===== src/rtl/ldpc_enc_ctrl_if.sv =====
// Signal bundle between the LDPC encoder sequencer and its surroundings
// (matrix loader, info source, codeword sink and the encode datapath).
interface ldpc_enc_ctrl_if #(
  parameter int N = 11,
  parameter int K = 6
);
  logic                 cfg_clear;
  logic                 cfg_row_valid;
  logic                 cfg_row_ready;
  logic [N-K-1:0]       cfg_row;
  logic                 cfg_done;
  logic                 in_valid;
  logic                 in_ready;
  logic [K-1:0]         in_bits;
  logic                 out_valid;
  logic                 out_ready;
  logic [N-1:0]         out_code;
  logic [K-1:0]         enc_info;
  logic [K*(N-K)-1:0]   enc_gen_p;
  logic                 enc_en;
  logic [N-1:0]         enc_code;
  logic                 busy;
  logic [15:0]          cw_count;

  // Controller side
  modport slave (
    input  cfg_clear, cfg_row_valid, cfg_row, in_valid, in_bits, out_ready, enc_code,
    output cfg_row_ready, cfg_done, in_ready, out_valid, out_code,
           enc_info, enc_gen_p, enc_en, busy, cw_count
  );

  // Environment side (loader, source, sink, encoder)
  modport master (
    output cfg_clear, cfg_row_valid, cfg_row, in_valid, in_bits, out_ready, enc_code,
    input  cfg_row_ready, cfg_done, in_ready, out_valid, out_code,
           enc_info, enc_gen_p, enc_en, busy, cw_count
  );
endinterface


===== src/rtl/ldpc_enc_ctrl.sv =====
// Sequencer for a systematic LDPC encoder: loads parity rows, runs one info word at a time.
// Define LDPC_ENC_CTRL_CNT_EN to build the delivered-codeword counter on cw_count.
module ldpc_enc_ctrl #(
  parameter int N       = 11,
  parameter int K       = 6,
  parameter int ENC_LAT = 1
) (
  input  logic           clk,
  input  logic           rst_n,
  ldpc_enc_ctrl_if.slave bus
);
  localparam int R   = N - K;
  localparam int GW  = K * R;
  localparam int RCW = (K > 1) ? $clog2(K) : 1;

  typedef enum logic [1:0] {CFG, IDLE, RUN, HOLD} state_t;

  state_t         state_q, state_d;
  logic [RCW-1:0] row_cnt_q, row_cnt_d;
  logic [3:0]     lat_cnt_q, lat_cnt_d;
  logic [GW-1:0]  gen_p_q, gen_p_d;
  logic [K-1:0]   info_q, info_d;
  logic [N-1:0]   code_q, code_d;
  logic           en_q, en_d;

  logic row_hs, in_hs, out_hs, clr_hs;

  assign row_hs = (state_q == CFG) & bus.cfg_row_valid;
  assign clr_hs = (state_q == IDLE) & bus.cfg_clear;
  assign in_hs  = (state_q == IDLE) & ~bus.cfg_clear & bus.in_valid;
  assign out_hs = (state_q == HOLD) & bus.out_ready;

  always_comb begin
    state_d   = state_q;
    row_cnt_d = row_cnt_q;
    lat_cnt_d = lat_cnt_q;
    gen_p_d   = gen_p_q;
    info_d    = info_q;
    code_d    = code_q;
    en_d      = 1'b0;
    unique case (state_q)
      CFG: begin
        // Rows shift in from the LSB end so row 0 ends up in the MSBs.
        if (row_hs) begin
          gen_p_d = {gen_p_q[GW-R-1:0], bus.cfg_row};
          if (row_cnt_q == RCW'(K - 1)) begin
            row_cnt_d = '0;
            state_d   = IDLE;
          end else begin
            row_cnt_d = row_cnt_q + RCW'(1);
          end
        end
      end
      IDLE: begin
        if (clr_hs) begin
          gen_p_d = '0;
          state_d = CFG;
        end else if (in_hs) begin
          info_d    = bus.in_bits;
          lat_cnt_d = 4'(ENC_LAT);
          en_d      = 1'b1;
          state_d   = RUN;
        end
      end
      RUN: begin
        if (lat_cnt_q == 4'd0) begin
          code_d  = bus.enc_code;
          state_d = HOLD;
        end else begin
          lat_cnt_d = lat_cnt_q - 4'd1;
        end
      end
      HOLD: begin
        if (out_hs) begin
          state_d = IDLE;
        end
      end
      default: state_d = CFG;
    endcase
  end

  always_ff @(posedge clk or negedge rst_n) begin
    if (!rst_n) begin
      state_q   <= CFG;
      row_cnt_q <= '0;
      lat_cnt_q <= '0;
      gen_p_q   <= '0;
      info_q    <= '0;
      code_q    <= '0;
      en_q      <= 1'b0;
    end else begin
      state_q   <= state_d;
      row_cnt_q <= row_cnt_d;
      lat_cnt_q <= lat_cnt_d;
      gen_p_q   <= gen_p_d;
      info_q    <= info_d;
      code_q    <= code_d;
      en_q      <= en_d;
    end
  end

  assign bus.cfg_row_ready = (state_q == CFG);
  assign bus.cfg_done      = (state_q != CFG);
  assign bus.in_ready      = (state_q == IDLE) & ~bus.cfg_clear;
  assign bus.out_valid     = (state_q == HOLD);
  assign bus.busy          = (state_q == RUN) | (state_q == HOLD);
  assign bus.out_code      = code_q;
  assign bus.enc_info      = info_q;
  assign bus.enc_gen_p     = gen_p_q;
  assign bus.enc_en        = en_q;

`ifdef LDPC_ENC_CTRL_CNT_EN
  logic [15:0] cw_count_q, cw_count_d;

  // An honoured clear restarts the count along with the matrix.
  always_comb begin
    cw_count_d = cw_count_q;
    if (clr_hs) begin
      cw_count_d = '0;
    end else if (out_hs) begin
      cw_count_d = cw_count_q + 16'd1;
    end
  end

  always_ff @(posedge clk or negedge rst_n) begin
    if (!rst_n) begin
      cw_count_q <= '0;
    end else begin
      cw_count_q <= cw_count_d;
    end
  end

  assign bus.cw_count = cw_count_q;
`else
  assign bus.cw_count = 16'h0;
`endif

endmodule


===== src/flat_wrapper.sv =====
// flat-port wrapper written by rule: the top's interface ports become plain ports
module ldpc_enc_ctrl_flat 
#(
  parameter int N       = 11,
  parameter int K       = 6,
  parameter int ENC_LAT = 1
)
  (clk, rst_n, bus_cfg_clear, bus_cfg_row_valid, bus_cfg_row, bus_in_valid, bus_in_bits, bus_out_ready, bus_enc_code, bus_cfg_row_ready, bus_cfg_done, bus_in_ready, bus_out_valid, bus_out_code, bus_enc_info, bus_enc_gen_p, bus_enc_en, bus_busy, bus_cw_count);
  ldpc_enc_ctrl_if #(.N(N), .K(K)) bus_i ();
  input  logic clk;
  input  logic rst_n;
  input wire logic [$bits(bus_i.cfg_clear)-1:0] bus_cfg_clear;
  input wire logic [$bits(bus_i.cfg_row_valid)-1:0] bus_cfg_row_valid;
  input wire logic [$bits(bus_i.cfg_row)-1:0] bus_cfg_row;
  input wire logic [$bits(bus_i.in_valid)-1:0] bus_in_valid;
  input wire logic [$bits(bus_i.in_bits)-1:0] bus_in_bits;
  input wire logic [$bits(bus_i.out_ready)-1:0] bus_out_ready;
  input wire logic [$bits(bus_i.enc_code)-1:0] bus_enc_code;
  output wire logic [$bits(bus_i.cfg_row_ready)-1:0] bus_cfg_row_ready;
  output wire logic [$bits(bus_i.cfg_done)-1:0] bus_cfg_done;
  output wire logic [$bits(bus_i.in_ready)-1:0] bus_in_ready;
  output wire logic [$bits(bus_i.out_valid)-1:0] bus_out_valid;
  output wire logic [$bits(bus_i.out_code)-1:0] bus_out_code;
  output wire logic [$bits(bus_i.enc_info)-1:0] bus_enc_info;
  output wire logic [$bits(bus_i.enc_gen_p)-1:0] bus_enc_gen_p;
  output wire logic [$bits(bus_i.enc_en)-1:0] bus_enc_en;
  output wire logic [$bits(bus_i.busy)-1:0] bus_busy;
  output wire logic [$bits(bus_i.cw_count)-1:0] bus_cw_count;
  assign bus_i.cfg_clear = bus_cfg_clear;
  assign bus_i.cfg_row_valid = bus_cfg_row_valid;
  assign bus_i.cfg_row = bus_cfg_row;
  assign bus_i.in_valid = bus_in_valid;
  assign bus_i.in_bits = bus_in_bits;
  assign bus_i.out_ready = bus_out_ready;
  assign bus_i.enc_code = bus_enc_code;
  assign bus_cfg_row_ready = bus_i.cfg_row_ready;
  assign bus_cfg_done = bus_i.cfg_done;
  assign bus_in_ready = bus_i.in_ready;
  assign bus_out_valid = bus_i.out_valid;
  assign bus_out_code = bus_i.out_code;
  assign bus_enc_info = bus_i.enc_info;
  assign bus_enc_gen_p = bus_i.enc_gen_p;
  assign bus_enc_en = bus_i.enc_en;
  assign bus_busy = bus_i.busy;
  assign bus_cw_count = bus_i.cw_count;
  ldpc_enc_ctrl #(.N(N), .K(K), .ENC_LAT(ENC_LAT)) u_core (.clk(clk), .rst_n(rst_n), .bus(bus_i));
endmodule

===== config.mk =====
export PLATFORM = sky130hd
export DESIGN_NAME = ldpc_enc_ctrl_flat
export DESIGN_NICKNAME = d
export VERILOG_FILES = /design/src/rtl/ldpc_enc_ctrl_if.sv /design/src/rtl/ldpc_enc_ctrl.sv /design/src/flat_wrapper.sv
export SDC_FILE = /design/constraint.sdc
export NUM_CORES = 1
export LEC_CHECK = 0
export CORE_ASPECT_RATIO = 2
export CORE_MARGIN = 4
export CORE_UTILIZATION = 40
export DETAILED_ROUTE_END_ITERATION = 16
export PLACE_DENSITY = 0.77
export SLEW_MARGIN = 5
export SYNTH_ARGS = -nofsm -noshare
export SYNTH_HDL_FRONTEND = slang
export SYNTH_SLANG_ARGS = --single-unit

===== constraint.sdc =====
create_clock -name clk -period 1.8 [get_ports clk]
set_clock_uncertainty 0.05 [all_clocks]
set_input_delay 0.18 -clock clk [delete_from_list [all_inputs] [get_ports clk]]
set_output_delay 0.18 -clock clk [all_outputs]
set_load 0.02 [all_outputs]

# Word level (Yosys, flattened, before mapping)
# Cells that the tools add are included.
# totals
ff_bits	57
latchBits	0
mem_bits_rw	0
rom_bits	0
inputBits	28
out_inout_bits	69
word_cells	59
n_memories	0
# op_classes
addsub	2
mul	0
div	0
n_lt_le_gt_ge	0
eq_ne	13
shift	0
n_mux	18
bitwise	8
n_reduce_logical	11
# ops
op	count
two-way mux 30 bit	2
case mux 30 bit (2 select lines)	1
two-way mux 2 bit	6
two-way mux 4 bit	3
!= test 2 x 1 -> 1 bit, second input constant	6
case mux 2 bit (4 select lines)	1
case mux 4 bit (2 select lines)	1
AND reduction 3 bit	2
nonzero test 2 bit	3
bitwise AND 1 bit	5
AND reduction 5 bit	1
== test 2 bit, second input constant	2
zero test 4 bit	1
!= test 2 bit, second input constant	2
AND reduction 2 bit	2
AND reduction 4 bit	1
subtractor 4 x 1 -> 4 bit, second input constant	1
adder 3 x 1 -> 3 bit, second input constant	1
== test 3 bit, second input constant	1
two-way mux 1 bit	3
two-way mux 3 bit	1
!= test 3 x 1 -> 1 bit, second input constant	1
== test 2 x 1 -> 1 bit, second input constant	1
zero test 2 bit	1
other kinds (2)	3

# Longest topological paths before layout
# depth
ltp_word	6
mapped_depth	8

# Least setup slack after synthesis
# No wires, ideal clock.
# synth_path
kind	register -> register
from	reg u_core.lat_cnt_q[0]
to	reg u_core.code_q[1] (netlist: u_core.bus.out_code[1])
arrival_ns	1.502
t_required_ns	1.625
slack_ns	0.123
path_stages_with_launch	8
n_path_buf	2
period_less_slack_ns	1.677
path_cell_list	dfrtp_1 inv_1 ha_1 nor3b_1 and2_1 buf_6 buf_6 mux2_2
# synth_via
elab_chain_cells	2
# synth_rtl
element	line_no	rtl
start: declaration	ldpc_enc_ctrl.sv:20	logic [3:0] lat_cnt_q, lat_cnt_d;
start signal: assignment	ldpc_enc_ctrl.sv:94	lat_cnt_q <= lat_cnt_d;
zero test 4 bit	ldpc_enc_ctrl.sv:66	if (lat_cnt_q == 4'd0) begin
AND reduction 2 bit (no source line)	-	
end signal: assignment	ldpc_enc_ctrl.sv:97	code_q <= code_d;
end: declaration	ldpc_enc_ctrl.sv:23	logic [N-1:0] code_q, code_d;
# Every way passes these cells.
# A chain may end at the register's enable or synchronous reset.

# Worst setup path after layout
# layout_path
from	reg u_core.state_q[0]
to	out bus_in_ready
# layout_via
elab_chain_cells	2
# layout_rtl
element	line_no	rtl
start: declaration	ldpc_enc_ctrl.sv:18	state_t state_q, state_d;
start signal: assignment	ldpc_enc_ctrl.sv:92	state_q <= state_d;
== test 2 x 1 -> 1 bit	ldpc_enc_ctrl.sv:104	assign bus.in_ready = (state_q == IDLE) & ~bus.cfg_clear;
bitwise AND 1 bit	ldpc_enc_ctrl.sv:104	
end: declaration	flat_wrapper.sv:21	output wire logic [$bits(bus_i.in_ready)-1:0] bus_in_ready;
# Every way passes these cells.

==> qor.yml <==
globalplace.congestion: 0.788
synthCells: 242
tritoncts: "yes"
synth-seq-cells: 57
netlist_area_mm2: 0.00254
fill_cells: 517
powerDensity_mw_per_mm2: 1880
cap_viol_max_count: 0
die_h_um: 121
start_util_pct: 41.7
avgRoutedWirePerCell_um: 12.7
grt_max_degree: 61
grt_pass1_wl_um: 8780
synth_edf_count: 0
grt-ovfl-total: 0
finalInstanceArea_mm2: 0.00380
synth_xor_area_share_pct: 0.344
endpoint_kind: "output pin"
yosys.area_share.simple_pct: 13.3
setup_ws_ns: 0.0901
path_buf_inv: 3
dieArea_mm2: 0.00778
finalSetupViolCount: 0
synth_cell_types: 34
rows: 40
io_pins: 97
worstSetupPathType: "reg2out"
grt_usage_pct: 14.7
dp_slack_ns: 0.0174
yosys_warnings: 0
finalPower_uw: 7140
crit_slowest_cell: "dfrtp_1"
hp-class: "in2async"
ant_nets: 0
placed_area_mm2: 0.00339
crit_path_max_fanout: 5
ir_worst_vdd_mv: 0.983
syn_to_final_growth_pct: 49.3
layout_min_cycle_time_ns: 1.71
slew_violations: 0
die_w_um: 64.4
insertion_delay_ns: 0.32
clkTransAtPathRegs_ns: 0.05
cp_num_cells: 5
async_flop_share_pct: 100
ys_seq_area_share_pct: 56.1
grt_pass1_vias: 1923
worstPathCellList: "buf_4 -> ha_4 -> nand2b_1 -> inv_1 -> clkdlybuf4s15_2"
cts_root_buf: "clkbuf_16"
max_freq_mhz: 585
drtPass1Iterations: 4
hold_viol: 0
numPortBuffers: 80
synthAdderAreaFrac_pct: 2.46
cp_data_required_time_ns: 1.57
h-tree-depth: 3
r2r_cells: 6
antennaDiodeCount: 0
muxShareOfSynthArea_pct: 8.31
core_mm2: 0.00611
leakage_uw: 0.00168
cts_buffer_depth: 2
avgSynthCellArea_um2: 10.5
drc_errors: 0
status: "complete, no violations"
synth_top_family_by_area: "simple AND/OR/NAND/NOR gates"
synth-main-ff-cell: "dfrtp_1"
drtIter0Drc: 102
cpPeakStageDelay_ns: 0.40
cp-start-kind: "flip-flop"
synth_compound_area_share_pct: 10.5
layout.nets: 361
finalCritPeriodShare_pct: 95.0
cp_top_family: "buffers and inverters"
viasPerCell: 4.64
arrival_ns: 1.48
drive_gt1_share_pct: 15.9
cts_made_buffers: 9
grt_antenna_before_repair: 0
drt-total-wl_um: 5300
cts.sinks: 57
vias: 1934
dpl.hpwl_um: 3680
## where the power goes
group	internal [uW]	total (uW)	switching (uW)	leakage, uW
Combinational	1390	3030	1640	0.000758
Sequential	1780	2100	324	0.000745
Clock	1460	2010	547	0.000175
## through the flow
step           hold slack (ns)  TNS [ns]  utilization, %  cells
6_report                 0.335         0            62.2    417
5_1_grt                  0.350  -0.00345            62.2    417
4_1_cts                  0.347         0            61.7    416
3_5_place_dp             0.153         0            55.5    399
3_3_place_gp             0.153         0            55.5    399
2_1_floorplan           -0.166         0               -    257
## worst paths after layout
path | slack (ns) | to | from
worst max-delay path | 0.09 | bus_in_ready | u_core.state_q[0]
worst min-delay path | 0.34 | u_core.lat_cnt_q[3] | rst_n
worst max register to register | 0.10 | u_core.bus.out_code[4] | u_core.lat_cnt_q[0]
worst min register to register | 0.43 | u_core.bus.enc_gen_p[28] | u_core.bus.enc_gen_p[28]
max in group asynchronous | 1.11 | u_core.bus.out_code[3] | rst_n
min in group clk | 0.36 | u_core.bus.enc_gen_p[1] | bus_cfg_row[1]
## cells by family after synthesis
family / after synthesis
AND/OR/NAND/NOR: 78
flip-flops: 57
AO/OA/AOI/OAI: 45
buffers and inverters: 36
multiplexers: 19
adder cells (fa/ha/maj): 5
other: 1
XOR/XNOR: 1
## registers in the layout, summed over array words and instances, names as in the netlist
register	flops
u_core.bus.enc_gen_p	30
u_core.bus.out_code	11
u_core.bus.enc_info	6
u_core.lat_cnt_q	4
u_core.row_cnt_q	3
u_core.state_q	2
u_core.bus.enc_en	1
## area by class of cell
type / count / area [um^2] / share of cell area (%)
clock buffer: 12 / 267 / 7.02
inverter: 8 / 30.0 / 0.791
sequential: 57 / 1430 / 37.5
clock inverter: 4 / 97.6 / 2.57
tap: 84 / 105 / 2.77
multi-input combinational: 164 / 981 / 25.8
timing repair buffer: 88 / 892 / 23.5
## cell usage after synthesis (2+ instances only)
cell type	count	area, um^2
nand3_1	2	10.0
o21ai_0	33	165
o31ai_1	3	22.5
buf_4	16	120
buf_6	2	22.5
clkbuf_1	5	18.8
dfrtp_1	57	1430
mux2i_1	2	20.0
ha_1	5	62.6
nand2_1	63	236
buf_2	4	20.0
o21ai_1	3	15.0
inv_1	8	30.0
nand2b_1	3	18.8
mux2_2	17	191
## placed cells by master (no fill, tap or decap), types with 2 or more instances in the layout
cell             synthesis  routed
nand2b_1                 3       3
clkdlybuf4s50_1          0      74
buf_4                   16       4
conb_1                   1      16
nand3_1                  2       2
mux2i_1                  2       2
o31ai_1                  3       3
inv_1                    8       7
mux2_2                  17      17
ha_4                     0       2
o21ai_0                 33      33
clkbuf_8                 1       3
ha_1                     5       3
dfrtp_1                 57      57
nand2_1                 63      63
buf_12                   0       3
dlygate4sd2_1            0       2
o21ai_1                  3       3
buf_2                    4       2
clkbuf_16                0       9
bufinv_16                0       3
## tightest hold or removal path: cells and delay by family
family,cells,cell delay (ns)
buffers and inverters,3,0.91
## routing by layer
metal / vias to the layer above / global-route usage (%) / part of all wire [%]
met1: 906 / 16.3 / 40
met5: - / 0 / 0
met3: 11 / 4.09 / 6.5
met2: 72 / 24.2 / 50
met4: 0 / 9.54 / 3.0
li1: 945 / - / -
## what timing repair did
item	4_1_cts	5_1_grt
endpoints found under the hold margin	57	0
resized for setup	9	8
endpoints found under the setup margin	15	36
hold buffers	1	0
buffers inserted	0	1
Note: power is estimated with default switching activity, not from simulation.
